**src/rtl/ex_me_stage_reg.sv**
```systemverilog
// rtl/ex_me_stage_reg.sv - EX->MEM pipeline stage register with valid/ready handshake,
// flush, bubble insertion and an optional 2-entry skid buffer.
module ex_me_stage_reg #(
  parameter int                 DATA_W    = 32,
  parameter int                 RADDR_W   = 5,
  parameter int                 INSTR_W   = 32,
  parameter logic [INSTR_W-1:0] NOP_INSTR = 32'h0000_0020,
  parameter int                 SKID      = 1
) (
  input  logic               clk,
  input  logic               rst,
  input  logic               flush,
  input  logic               ex_valid,
  output logic               ex_ready,
  input  logic [DATA_W-1:0]  ex_aluresult,
  input  logic [DATA_W-1:0]  ex_d2,
  input  logic [INSTR_W-1:0] ex_instr,
  input  logic [RADDR_W-1:0] ex_td,
  input  logic               ex_WREG,
  input  logic               ex_WMEM,
  input  logic               ex_LW,
  output logic               me_valid,
  input  logic               me_ready,
  output logic [DATA_W-1:0]  me_aluresult,
  output logic [DATA_W-1:0]  me_d2,
  output logic [INSTR_W-1:0] me_instr,
  output logic [RADDR_W-1:0] me_td,
  output logic               me_WREG,
  output logic               me_WMEM,
  output logic               me_LW,
  output logic [1:0]         occupancy
);

  localparam bit USE_SKID = (SKID != 0);
  localparam int EW       = 2*DATA_W + INSTR_W + RADDR_W + 3;

  logic          skid_full;
  logic          skid_full_nxt;
  logic [EW-1:0] skid_bus;
  logic [EW-1:0] in_bus;
  logic [EW-1:0] load_bus;
  logic          out_free;
  logic          accept;

  logic [DATA_W-1:0]  ld_aluresult;
  logic [DATA_W-1:0]  ld_d2;
  logic [INSTR_W-1:0] ld_instr;
  logic [RADDR_W-1:0] ld_td;
  logic               ld_wreg;
  logic               ld_wmem;
  logic               ld_lw;

  assign out_free = !me_valid | me_ready;
  // With the skid buffer, ex_ready comes straight from a flop, so MEM backpressure never reaches EX combinationally.
  assign ex_ready = USE_SKID ? !skid_full : out_free;
  assign accept   = ex_valid & ex_ready;

  assign in_bus   = {ex_aluresult, ex_d2, ex_instr, ex_td, ex_WREG, ex_WMEM, ex_LW};
  assign load_bus = skid_full ? skid_bus : in_bus;
  assign {ld_aluresult, ld_d2, ld_instr, ld_td, ld_wreg, ld_wmem, ld_lw} = load_bus;

  assign occupancy = {1'b0, me_valid} + {1'b0, skid_full};

  always_comb begin
    skid_full_nxt = skid_full;
    if (!USE_SKID) begin
      skid_full_nxt = 1'b0;
    end else if (out_free) begin
      skid_full_nxt = skid_full & accept;
    end else if (accept) begin
      skid_full_nxt = 1'b1;
    end
  end

  always_ff @(posedge clk or posedge rst) begin
    if (rst) begin
      me_valid     <= 1'b0;
      me_aluresult <= '0;
      me_d2        <= '0;
      me_instr     <= NOP_INSTR;
      me_td        <= '0;
      me_WREG      <= 1'b0;
      me_WMEM      <= 1'b0;
      me_LW        <= 1'b0;
      skid_full    <= 1'b0;
      skid_bus     <= '0;
    end else if (flush) begin
      me_valid  <= 1'b0;
      me_instr  <= NOP_INSTR;
      me_WREG   <= 1'b0;
      me_WMEM   <= 1'b0;
      me_LW     <= 1'b0;
      skid_full <= 1'b0;
    end else begin
      if (out_free) begin
        if (skid_full || accept) begin
          me_valid     <= 1'b1;
          me_aluresult <= ld_aluresult;
          me_d2        <= ld_d2;
          me_instr     <= ld_instr;
          me_td        <= ld_td;
          me_WREG      <= ld_wreg;
          me_WMEM      <= ld_wmem;
          me_LW        <= ld_lw;
        end else begin
          // Bubble: data fields keep their last values, only control and instr go to NOP.
          me_valid <= 1'b0;
          me_instr <= NOP_INSTR;
          me_WREG  <= 1'b0;
          me_WMEM  <= 1'b0;
          me_LW    <= 1'b0;
        end
      end
      skid_full <= skid_full_nxt;
      if (USE_SKID && accept && !(out_free && !skid_full)) begin
        skid_bus <= in_bus;
      end
    end
  end

endmodule
```
**config.mk**
```make
export PLATFORM = sky130hd
export DESIGN_NAME = ex_me_stage_reg
export DESIGN_NICKNAME = d
export VERILOG_FILES = /design/src/rtl/ex_me_stage_reg.sv
export SDC_FILE = /design/constraint.sdc
export NUM_CORES = 1
export LEC_CHECK = 0
export CAP_MARGIN = 25
export CELL_PAD_IN_SITES_DETAIL_PLACEMENT = 0
export CELL_PAD_IN_SITES_GLOBAL_PLACEMENT = 1
export CORE_AREA = 2 2 175 126
export DETAILED_ROUTE_END_ITERATION = 10
export DIE_AREA = 0 0 177 128
export GPL_TIMING_DRIVEN = 1
export PLACE_DENSITY = 0.93
export SYNTH_ARGS = -nofsm -noshare
export SYNTH_HDL_FRONTEND = slang
export SYNTH_SLANG_ARGS = --single-unit
```
**constraint.sdc**
```tcl
create_clock -name clk -period 19.12 [get_ports clk]
set_clock_uncertainty 0.1 [all_clocks]
set_input_delay 3.824 -clock clk [delete_from_list [all_inputs] [get_ports clk]]
set_output_delay 3.824 -clock clk [all_outputs]
set_load 0.005 [all_outputs]
```
==> results of run 1 <==
[critical path, delay by kind of cell, from the launching register on]
family / cells / cell delay [ns]
buffers and inverters: 1 / 0.44
flip-flops: 1 / 0.81
adder cells (fa/ha/maj): 1 / 0.35
[cell families after synthesis]
kind of cell	Yosys count	share of synthesized area, %
adders and majority gates	1	0.137
AOI/OAI and AO/OA	72	4.96
muxes	242	32.4
and+or+nand+nor	42	1.98
DFF	210	57.7
buffers and inverters	45	2.82
[placed cells by master, fill, tap and decap left out, types with 2 or more instances in the layout]
cell	synthesis	final
clkdlybuf4s50_1	0	216
mux2_2	182	182
nand2_1	34	34
inv_1	3	2
a22oi_1	34	34
o21ai_0	34	34
dfrtp_1	209	208
clkbuf_16	0	21
buf_4	3	5
nor2b_1	3	2
clkbuf_1	13	5
buf_16	0	2
clkbuf_8	0	7
mux2_4	60	60
[worst min-delay path by stage]
stage | startpoint | to | slack (ns) | cells past startpoint
after floorplan | me_LW$_DFFE_PP0P_ | me_LW$_DFFE_PP0P_ | 0.37 | 2
after detailed placement | me_instr[11]$_DFFE_PP0P_ | me_instr[11]$_DFFE_PP0P_ | 0.37 | 2
after global routing | me_instr[14]$_DFFE_PP0P_ | me_instr[14]$_DFFE_PP0P_ | 0.40 | 2
after CTS | me_WMEM$_DFFE_PP0P_ | me_WMEM$_DFFE_PP0P_ | 0.38 | 2
after global placement | me_instr[4]$_DFFE_PP0P_ | me_instr[4]$_DFFE_PP0P_ | 0.36 | 2
final | me_instr[11]$_DFFE_PP0P_ | me_instr[11]$_DFFE_PP0P_ | 0.38 | 2
[layout make-up]
type | instances | area (sq um) | area share, %
clock inverters | 1 | 7.51 | 0.0618
well taps | 282 | 353 | 2.90
inverters | 3 | 18.8 | 0.154
multi-input cells | 357 | 3620 | 29.8
flip-flops and latches | 210 | 5260 | 43.3
repair buffers | 223 | 2250 | 18.5
clock buffers | 33 | 641 | 5.27
[routing by layer]
layer / track usage [%] / share of wire (%) / vias up
li1: - / - / 2605
met1: 25.0 / 46 / 2827
met5: 0 / 0 / -
met2: 26.7 / 43 / 167
met3: 6.26 / 8.6 / 30
met4: 3.94 / 2.1 / 0
[stage by stage]
step / utilization, % / power (uW) / instances / cell area [sq um]
finish: 57.6 / 1220 / 1109 / 12200
global route: 57.6 / 1280 / 1109 / 12200
CTS: 57.3 / 1240 / 1107 / 12100
detailed placement: 54.2 / 836 / 1073 / 11500
global placement: 54.2 / 827 / 1073 / 11500
floorplan: - / 713 / 612 / 9110
[sequential cells by signal (all words and copies together) (netlist names)]
register / flops
skid_bus: 104
me_aluresult: 32
me_d2: 32
me_instr: 32
me_td: 5
me_LW: 1
me_WMEM: 1
me_WREG: 1
me_valid: 1
skid_full: 1
[power by group through the flow]
stage | registers [uW] | clock network [uW] | logic [uW]
after floorplan | 582 | 0 | 131
after global placement | 587 | 0 | 240
after detailed placement | 589 | 0 | 247
after CTS | 585 | 405 | 247
after global routing | 597 | 423 | 264
final | 585 | 392 | 244
==> results.md, run 1 <==
* Status: completed
* Core box area at roughly 21000 sq um
* MaxCap Viol Count at 0
* HPWL Detailed at about 12 mm
* Final Hold Viols at 0
* Vias at 5629
* Synth warn at 0
* Logic pwr share at approximately a fifth
* Initial DRT Pass Iterations at 4
* Slowest cell delay on critical path at between 0.8 and 0.9 ns
* Via density at roughly 5.1
* Cell Pwr Density at between 100 and 150 nW/um^2
* First-pass GRT wire length at between 30 and 40 mm
* Worst-path cell with the longest stage delay: dfrtp_4
* Fmax at 166 MHz
* Setup Buffers After CTS at 0
* Switching portion of total power at 23.3%
* CP startpoint: skid_full$_DFFE_PP0P_
* Synth area leaders: dfrtp_1 (57%), mux2_2 (23%), mux2_4 (9.9%), a22oi_1 (2.8%), o21ai_0 (1.9%)
* FF-to-FF setup slack at 16.11 ns
* Post-synthesis register bit count at 210
* Critical R2R Capture: me_d2[5]$_DFFE_PP0P_
* Critical path class: flop to output pin
* Yosys top cell by area: dfrtp_1
* CTS tree: yes
* Post-Syn Area per Cell at between 10 and 15 sq um
* Min Hold Slack at 0.375 ns
* Peak supply drop at around 0.056 mV
* Drt wl/cell at between 15 and 20 microns
* Slew margin rel. at about two fifths
* Post-placement setup slack at 12.60 ns
* Congestion Overflow GR at 0
* Sink Count at 210
* Fin worst setup slack at about 13 ns
* Post-synth top area share at between 50% and 60%
* Reg2Reg Depth at 4
* Most frequent cell after synthesis: dfrtp_1
* Hold Path Class: flop to flop
* Fillers at 1704
* H-tree depth at 1
* Clock Tree Buf Depth at 3
* Async S/R FF share, synth at 100%
* RSZ-0062 raised after global routing: false
* # diodes at 0
* Initial antenna violation count at 0
* Final nets at ~930
* I/O Buffers at around 220
* Sequential area share after synthesis at roughly 58%
* Post-synth top cells: dfrtp_1 (209), mux2_2 (182), mux2_4 (60)
* Vias in the first global route at between 6k and 7k
* Die Y at about 130 microns
* Critical-path cell list: ha_1, clkdlybuf4s50_1
* Clock Pin Slew Worst Setup and Hold Paths at about 0.06 ns
* Setup crit end kind: output pin
* Synth unique cells at 23
* Die W at around 180 microns
* Worst-Margin Slew at around 0.9 ns
* CP Launch Type: flop
* I/O pin count at 217
* GRT Total Usage at between 15 and 20%
* Critical path required time at ~15 ns
* Leakage at roughly 0.0053 uW
* Layout cells sized above 1 at 34.6%
* Top FF cell, synth: dfrtp_1
* Setup TNS after final layout at 0 ns
* Crit path max fanout at 44
* # DRC at 0
* Final wirelength at between 15 and 20 mm
* Pint at about 940 uW
* Synth Instances at 612
* Crit path time final at around 6.0 ns
* Clk root buf: clkbuf_16
* Num CTS Buffers at 21
* Fin. max-slew vios at 0
* Global placer's final weighted congestion at 0.743
* NetSw at around 280 uW
* Sequential power share at approximately 48%
* Syn nets at 722
* Cts repair resizes at 0
* Largest net degree at the start of global routing at ~130
* Ratio of final minimum period to clock period at about a third
* Row cnt at 45
* Launch point of the worst reg-to-reg path: skid_full$_DFFE_PP0P_
* Clock network fraction of total power at around a third
* Die footprint at 22700 sq um
* Mapped Area at 9110 sq um
* First DRT Iteration DRCs at about 230
* Worst Setup EP: occupancy[0]
* Number of synthesized flops with an enable pin at 0
* Final ANT Viol Nets at 0
* Final setup viols at 0
* Area Overhead vs Synth at 33.5%
* CTS Hold Bufs at 0
* Critical path arrival at between 2 and 2.5 ns
* Initial core utilization at about 43%
* Worst-skew pair later-pin latency at between 0.4 and 0.5 ns
Note: power is estimated with default switching activity, not from simulation.
==> inputs of run 2 (changes only) <==
--- a/config.mk
+++ b/config.mk
@@ -8,11 +8,11 @@
 export CAP_MARGIN = 25
 export CELL_PAD_IN_SITES_DETAIL_PLACEMENT = 0
 export CELL_PAD_IN_SITES_GLOBAL_PLACEMENT = 1
-export CORE_AREA = 2 2 175 126
+export CORE_AREA = 2 2 182 130
 export DETAILED_ROUTE_END_ITERATION = 10
-export DIE_AREA = 0 0 177 128
+export DIE_AREA = 0 0 184 132
 export GPL_TIMING_DRIVEN = 1
-export PLACE_DENSITY = 0.93
+export PLACE_DENSITY = 0.88
 export SYNTH_ARGS = -nofsm -noshare
 export SYNTH_HDL_FRONTEND = slang
 export SYNTH_SLANG_ARGS = --single-unit
==> constraint.sdc (replaced) <==
create_clock -name clk -period 5.9 [get_ports clk]
set_clock_uncertainty 0.1 [all_clocks]
set_input_delay 1.18 -clock clk [delete_from_list [all_inputs] [get_ports clk]]
set_output_delay 1.18 -clock clk [all_outputs]
set_load 0.005 [all_outputs]
==> results.md, run 2 (synthesis results as in run 1) <==
* Global placer's final weighted congestion at 0.728 (was 0.743)
* Commonest cells after routing, fill and taps aside: clkdlybuf4s50_1 (216), dfrtp_1 (208), mux2_2 (182) (unchanged)
* Layout cells sized above 1 at 35.4% (was 34.6%)
* NetSw at 962 uW (was 285 uW)
* Total design power at 4240 uW (was 1220 uW)
* CTS Hold Bufs at 0 (unchanged)
* Setup crit end kind: output pin (unchanged)
* Clock Tree Buf Depth at 3 (unchanged)
* Final wirelength at 20.5 mm (was 20.0 mm)
* Critical path class: flop to output pin (unchanged)
* Core box area at 22400 sq um (was 21100 sq um)
* Leakage at 0.00534 uW (was 0.00525 uW)
* H-tree depth at 1 (unchanged)
* I/O pin count at 217 (unchanged)
* Crit path max fanout at 57 (was 44)
* Drt wl/cell at 18.2 microns (was 18.0 microns)
* First-pass GRT wire length at 33.1 mm (was 32.3 mm)
* Final nets at 929 (was 926)
* HPWL Detailed at 12.8 mm (was 12.2 mm)
* Logic pwr share at 18.7% (was 20.0%)
* Hold Path Class: flop to flop (unchanged)
* Worst-Margin Slew at 0.784 ns (was 0.902 ns)
* Initial DRT Pass Iterations at 4 (unchanged)
* Clock Pin Slew Worst Setup and Hold Paths at 0.06 ns (about the same)
* Setup Buffers After CTS at 0 (unchanged)
* Register name with the most flops: skid_bus (unchanged)
* Die footprint at 24300 sq um (was 22700 sq um)
* Final ANT Viol Nets at 0 (unchanged)
* # DRC at 0 (unchanged)
* Sequential power share at 44.8% (was 47.9%)
* Die Y at 132 microns (was 128 microns)
* Crit path time final at ~3.5 ns
* RSZ-0062 raised after global routing: false (unchanged)
* Via density at 5.08 (about the same)
* Switching portion of total power at 22.7% (was 23.3%)
* Status: completed (unchanged)
* Sink Count at 210 (unchanged)
* Ratio of final minimum period to clock period at 60.0%
* Final Hold Viols at 0 (unchanged)
* Min Hold Slack at 0.383 ns (was 0.375 ns)
* Worst-skew pair later-pin latency at 0.49 ns (about the same)
* MaxCap Viol Count at 0 (unchanged)
* Vias in the first global route at 5955 (was 6106)
* Initial core utilization at 40.6% (was 43.1%)
* Fillers at 1845 (was 1704)
* I/O Buffers at 216 (unchanged)
* CTS tree: yes (unchanged)
* Slew margin rel. at 47.7% (was 39.8%)
* Commonest non-fill, non-tap cell in the layout: clkdlybuf4s50_1 (unchanged)
* Row cnt at 46 (was 45)
* Largest net degree at the start of global routing at 109 (was 131)
* Cell Pwr Density at 343 nW/um^2 (was 100 nW/um^2)
* Fmax at 283 MHz
* First DRT Iteration DRCs at 310 (was 232)
* Pint at 3270 uW (was 936 uW)
* Congestion Overflow GR at 0 (unchanged)
* Vias at 5702 (was 5629)
* Fin. max-slew vios at 0 (unchanged)
* CP Launch Type: flop (unchanged)
* Num CTS Buffers at 22 (was 21)
* Peak supply drop at 0.197 mV (was 0.0562 mV)
* Critical path arrival at 2.26 ns (was 2.10 ns)
* Setup TNS after final layout at 0 ns (unchanged)
* # diodes at 0 (unchanged)
* Largest register FFs at 104 (unchanged)
* Die W at 184 microns (was 177 microns)
* Area Overhead vs Synth at 35.5% (was 33.5%)
* Cts repair resizes at 0 (unchanged)
* GRT Total Usage at 16.9% (was 17.8%)
* Clk root buf: clkbuf_16 (unchanged)
* Clock network fraction of total power at 36.5% (was 32.1%)
* Critical path required time at 4.62 ns (was 15.20 ns)
* Initial antenna violation count at 0 (unchanged)
* Final setup viols at 0 (unchanged)
==> run 2: changes by cell type in the layout (fill, tap and decap cells not counted), sizes merged <==
cell    previous run  this run
clkbuf            33        30
buf                7         9
bufinv             0         5
clkinv             0         5
inv                3         2
==> run 2: path summary, 6_finish.rpt <==
check,start,end,slack (ns),depth (start not counted)
setup / recovery,skid_full$_DFFE_PP0P_,occupancy[0],2.36,2
hold / removal,me_WMEM$_DFFE_PP0P_,me_WMEM$_DFFE_PP0P_,0.38,2
setup reg to reg,skid_full$_DFFE_PP0P_,me_td[2]$_DFFE_PP0P_,2.84,5
hold reg to reg,me_WMEM$_DFFE_PP0P_,me_WMEM$_DFFE_PP0P_,0.38,2
max in group asynchronous,rst,skid_bus[45]$_DFFE_PP0P_,3.61,3
min in group asynchronous,rst,me_instr[0]$_DFFE_PP0P_,1.02,2
==> run 2: per-stage QoR <==
stage               worst slack, ns  cell area (sq um)  util, %  instances
CTS                            2.30              12300     54.8       1122
finish                         2.36              12300     55.0       1123
global placement               2.19              11500     51.2       1082
global route                   2.23              12300     55.0       1123
floorplan                      1.89               9110        -        612
detailed placement             2.20              11500     51.2       1082
==> run 2: layer usage <==
layer | track usage [%] | share of wire (%)
met1 | 24.9 | 48
met2 | 24.0 | 42
met3 | 5.86 | 8.5
met4 | 3.38 | 1.6
met5 | 0 | 0
==> run 2: layout make-up <==
class	count	area (sq um)	area share (%)
Tap cell	288	360	2.92
Multi-Input combinational cell	357	3620	29.4
Clock buffer	30	642	5.20
Clock inverter	10	175	1.42
Inverter	3	15.0	0.122
Timing Repair Buffer	225	2260	18.3
Sequential cell	210	5260	42.6
==> run 2: power groups by stage <==
| stage | registers [uW] | clock network [uW] | logic [uW] |
|---|---|---|---|
| after global routing | 1940 | 1650 | 856 |
| after detailed placement | 1910 | 0 | 802 |
| after CTS | 1900 | 1590 | 804 |
| after floorplan | 1890 | 0 | 426 |
| final | 1900 | 1550 | 791 |
| after global placement | 1910 | 0 | 780 |
==> run 2: worst max-delay path: stages, from the launching register on <==
cell and delay, ns:
dfrtp_4 0.94, ha_1 0.37, clkdlybuf4s50_1 0.45
==> inputs of run 3 (changes only) <==
==> constraint.sdc (replaced) <==
create_clock -name clk -period 3.5 [get_ports clk]
set_clock_uncertainty 0.1 [all_clocks]
set_input_delay 0.7 -clock clk [delete_from_list [all_inputs] [get_ports clk]]
set_output_delay 0.7 -clock clk [all_outputs]
set_load 0.005 [all_outputs]
==> results.md, run 3 (synthesis results as in run 1) <==
* Hold path start: me_instr[21]$_DFFE_PP0P_ (was me_WMEM$_DFFE_PP0P_)
* Final wirelength at 20.4 mm (was 20.5 mm)
* Final ANT Viol Nets at 0 (unchanged)
* Final setup viols at 0 (unchanged)
* H-tree depth at 1 (unchanged)
* Layout cells sized above 1 at 35.0% (was 35.4%)
* Leakage at 0.00530 uW (was 0.00534 uW)
* Largest net degree at the start of global routing at 72 (was 109)
* Global placer's final weighted congestion at 0.732 (was 0.728)
* Crit path time final at 2.61 ns
* GRT Total Usage at 17.0% (was 16.9%)
* # diodes at 0 (unchanged)
* Initial core utilization at 40.6% (unchanged)
* Critical-path cell list: ha_1, clkdlybuf4s50_1 (unchanged)
* Critical path required time at 2.70 ns (was 4.62 ns)
* Register name with the most flops: skid_bus (unchanged)
* Cts repair resizes at 0 (unchanged)
* Initial DRT Pass Iterations at 4 (unchanged)
* Sink Count at 210 (unchanged)
* Vias at 5664 (was 5702)
* Total design power at 6850 uW (was 4240 uW)
* Die footprint at 24300 sq um (unchanged)
* Commonest cells after routing, fill and taps aside: clkdlybuf4s50_1 (216), dfrtp_1 (208), mux2_2 (182) (unchanged)
* Ratio of final minimum period to clock period at approximately 75%
* CTS Hold Bufs at 0 (unchanged)
* Worst-skew pair later-pin latency at 0.50 ns (was 0.49 ns)
* Num CTS Buffers at 22 (unchanged)
* Crit path max fanout at 8 (was 57)
* Clk root buf: clkbuf_16 (unchanged)
* Final Hold Viols at 0 (unchanged)
* Via density at 5.04 (was 5.08)
* Worst-path cell with the longest stage delay: dfrtp_4 (unchanged)
* Commonest non-fill, non-tap cell in the layout: clkdlybuf4s50_1 (unchanged)
* Min Hold Slack at 0.378 ns (was 0.383 ns)
* Launch point of the worst reg-to-reg path: me_valid$_DFFE_PP0P_ (was skid_full$_DFFE_PP0P_)
* CTS tree: yes (unchanged)
* I/O pin count at 217 (unchanged)
* First-pass GRT wire length at 33.3 mm (was 33.1 mm)
* Congestion Overflow GR at 0 (unchanged)
* Status: completed (unchanged)
* Initial antenna violation count at 0 (unchanged)
* MaxCap Viol Count at 0 (unchanged)
* CP Launch Type: flop (unchanged)
* Vias in the first global route at 5955 (unchanged)
* Fmax at 383 MHz
* Fin. max-slew vios at 0 (unchanged)
* Peak supply drop at 0.362 mV (was 0.197 mV)
* Setup Buffers After CTS at 0 (unchanged)
* Largest register FFs at 104 (unchanged)
* Worst-Margin Slew at 1.01 ns (was 0.784 ns)
* Die Y at 132 microns (unchanged)
* Slowest cell delay on critical path at 0.53 ns (was 0.94 ns)
* Hold Path Class: flop to flop (unchanged)
* Setup TNS after final layout at 0 ns (unchanged)
* Slew margin rel. at 32.7% (was 47.7%)
* Area Overhead vs Synth at 34.6% (was 35.5%)
* Design area at 12300 sq um (about the same)
* Drt wl/cell at 18.2 microns (about the same)
* Row cnt at 46 (unchanged)
* CP startpoint: skid_full$_DFFE_PP0P_ (unchanged)
* Cell Pwr Density at 559 nW/um^2 (was 343 nW/um^2)
* Clock Tree Buf Depth at 3 (unchanged)
* Critical path class: flop to output pin (unchanged)
* Setup crit end kind: output pin (unchanged)
* # DRC at 0 (unchanged)
* RSZ-0062 raised after global routing: false (unchanged)
* HPWL Detailed at 13.1 mm (was 12.8 mm)
* I/O Buffers at 216 (unchanged)
* Final nets at 932 (was 929)
* Clock Pin Slew Worst Setup and Hold Paths at 0.06 ns (about the same)
* First DRT Iteration DRCs at 346 (was 310)
* Core box area at 22400 sq um (unchanged)
* Area after DPL at 11500 sq um (about the same)
* Die W at 184 microns (unchanged)
* Critical path arrival at 1.81 ns (was 2.26 ns)
run 3: area by class of cell:
class                           count  area, sq um
Fill cell                        1845        10200
Timing Repair Buffer              228         2290
Multi-Input combinational cell    357         3620
Clock buffer                       35          671
Clock inverter                      3         40.0
Tap cell                          288          360
Sequential cell                   210         5260
Inverter                            3         15.0
run 3: final timing paths:
path,to,slack [ns],cells past startpoint
max in group asynchronous,skid_bus[69]$_DFFE_PP0P_,1.94,3
worst max register to register,skid_bus[51]$_DFFE_PP0P_,1.34,4
min in group asynchronous,skid_bus[87]$_DFFE_PP0P_,0.53,2
worst max-delay path,occupancy[0],0.89,2
worst min-delay path,me_instr[21]$_DFFE_PP0P_,0.38,2
worst min register to register,me_instr[21]$_DFFE_PP0P_,0.38,2
run 3: metrics by stage:
stage	utilization (%)	setup WS (ns)	instances
3_3_place_gp	51.4	0.563	1086
3_5_place_dp	51.4	0.527	1086
4_1_cts	54.6	0.866	1124
6_report	54.6	0.892	1124
5_1_grt	54.6	0.848	1124
2_1_floorplan	-	-0.0274	612
run 3: layer usage:
metal	GRT usage, %	vias to the layer above	routed length [microns]
met3	5.25	26	1650
met5	0	-	0
met2	23.8	172	8380
met4	3.42	0	346
met1	25.9	2852	10000
li1	-	2614	-
run 3: power by group:
part           total [uW]  leakage, uW  internal, uW  switching, uW
logic                1340      0.00237           944            396
registers            3200      0.00258          2930            267
clock network        2320     0.000350          1380            937
total                6850      0.00530          5250           1600
run 3: critical path: cells and delay by family, from the launching register on:
family / cells / cell delay (ns)
fa+ha+maj: 1 / 0.29
flops: 1 / 0.53
buf+inv: 1 / 0.49
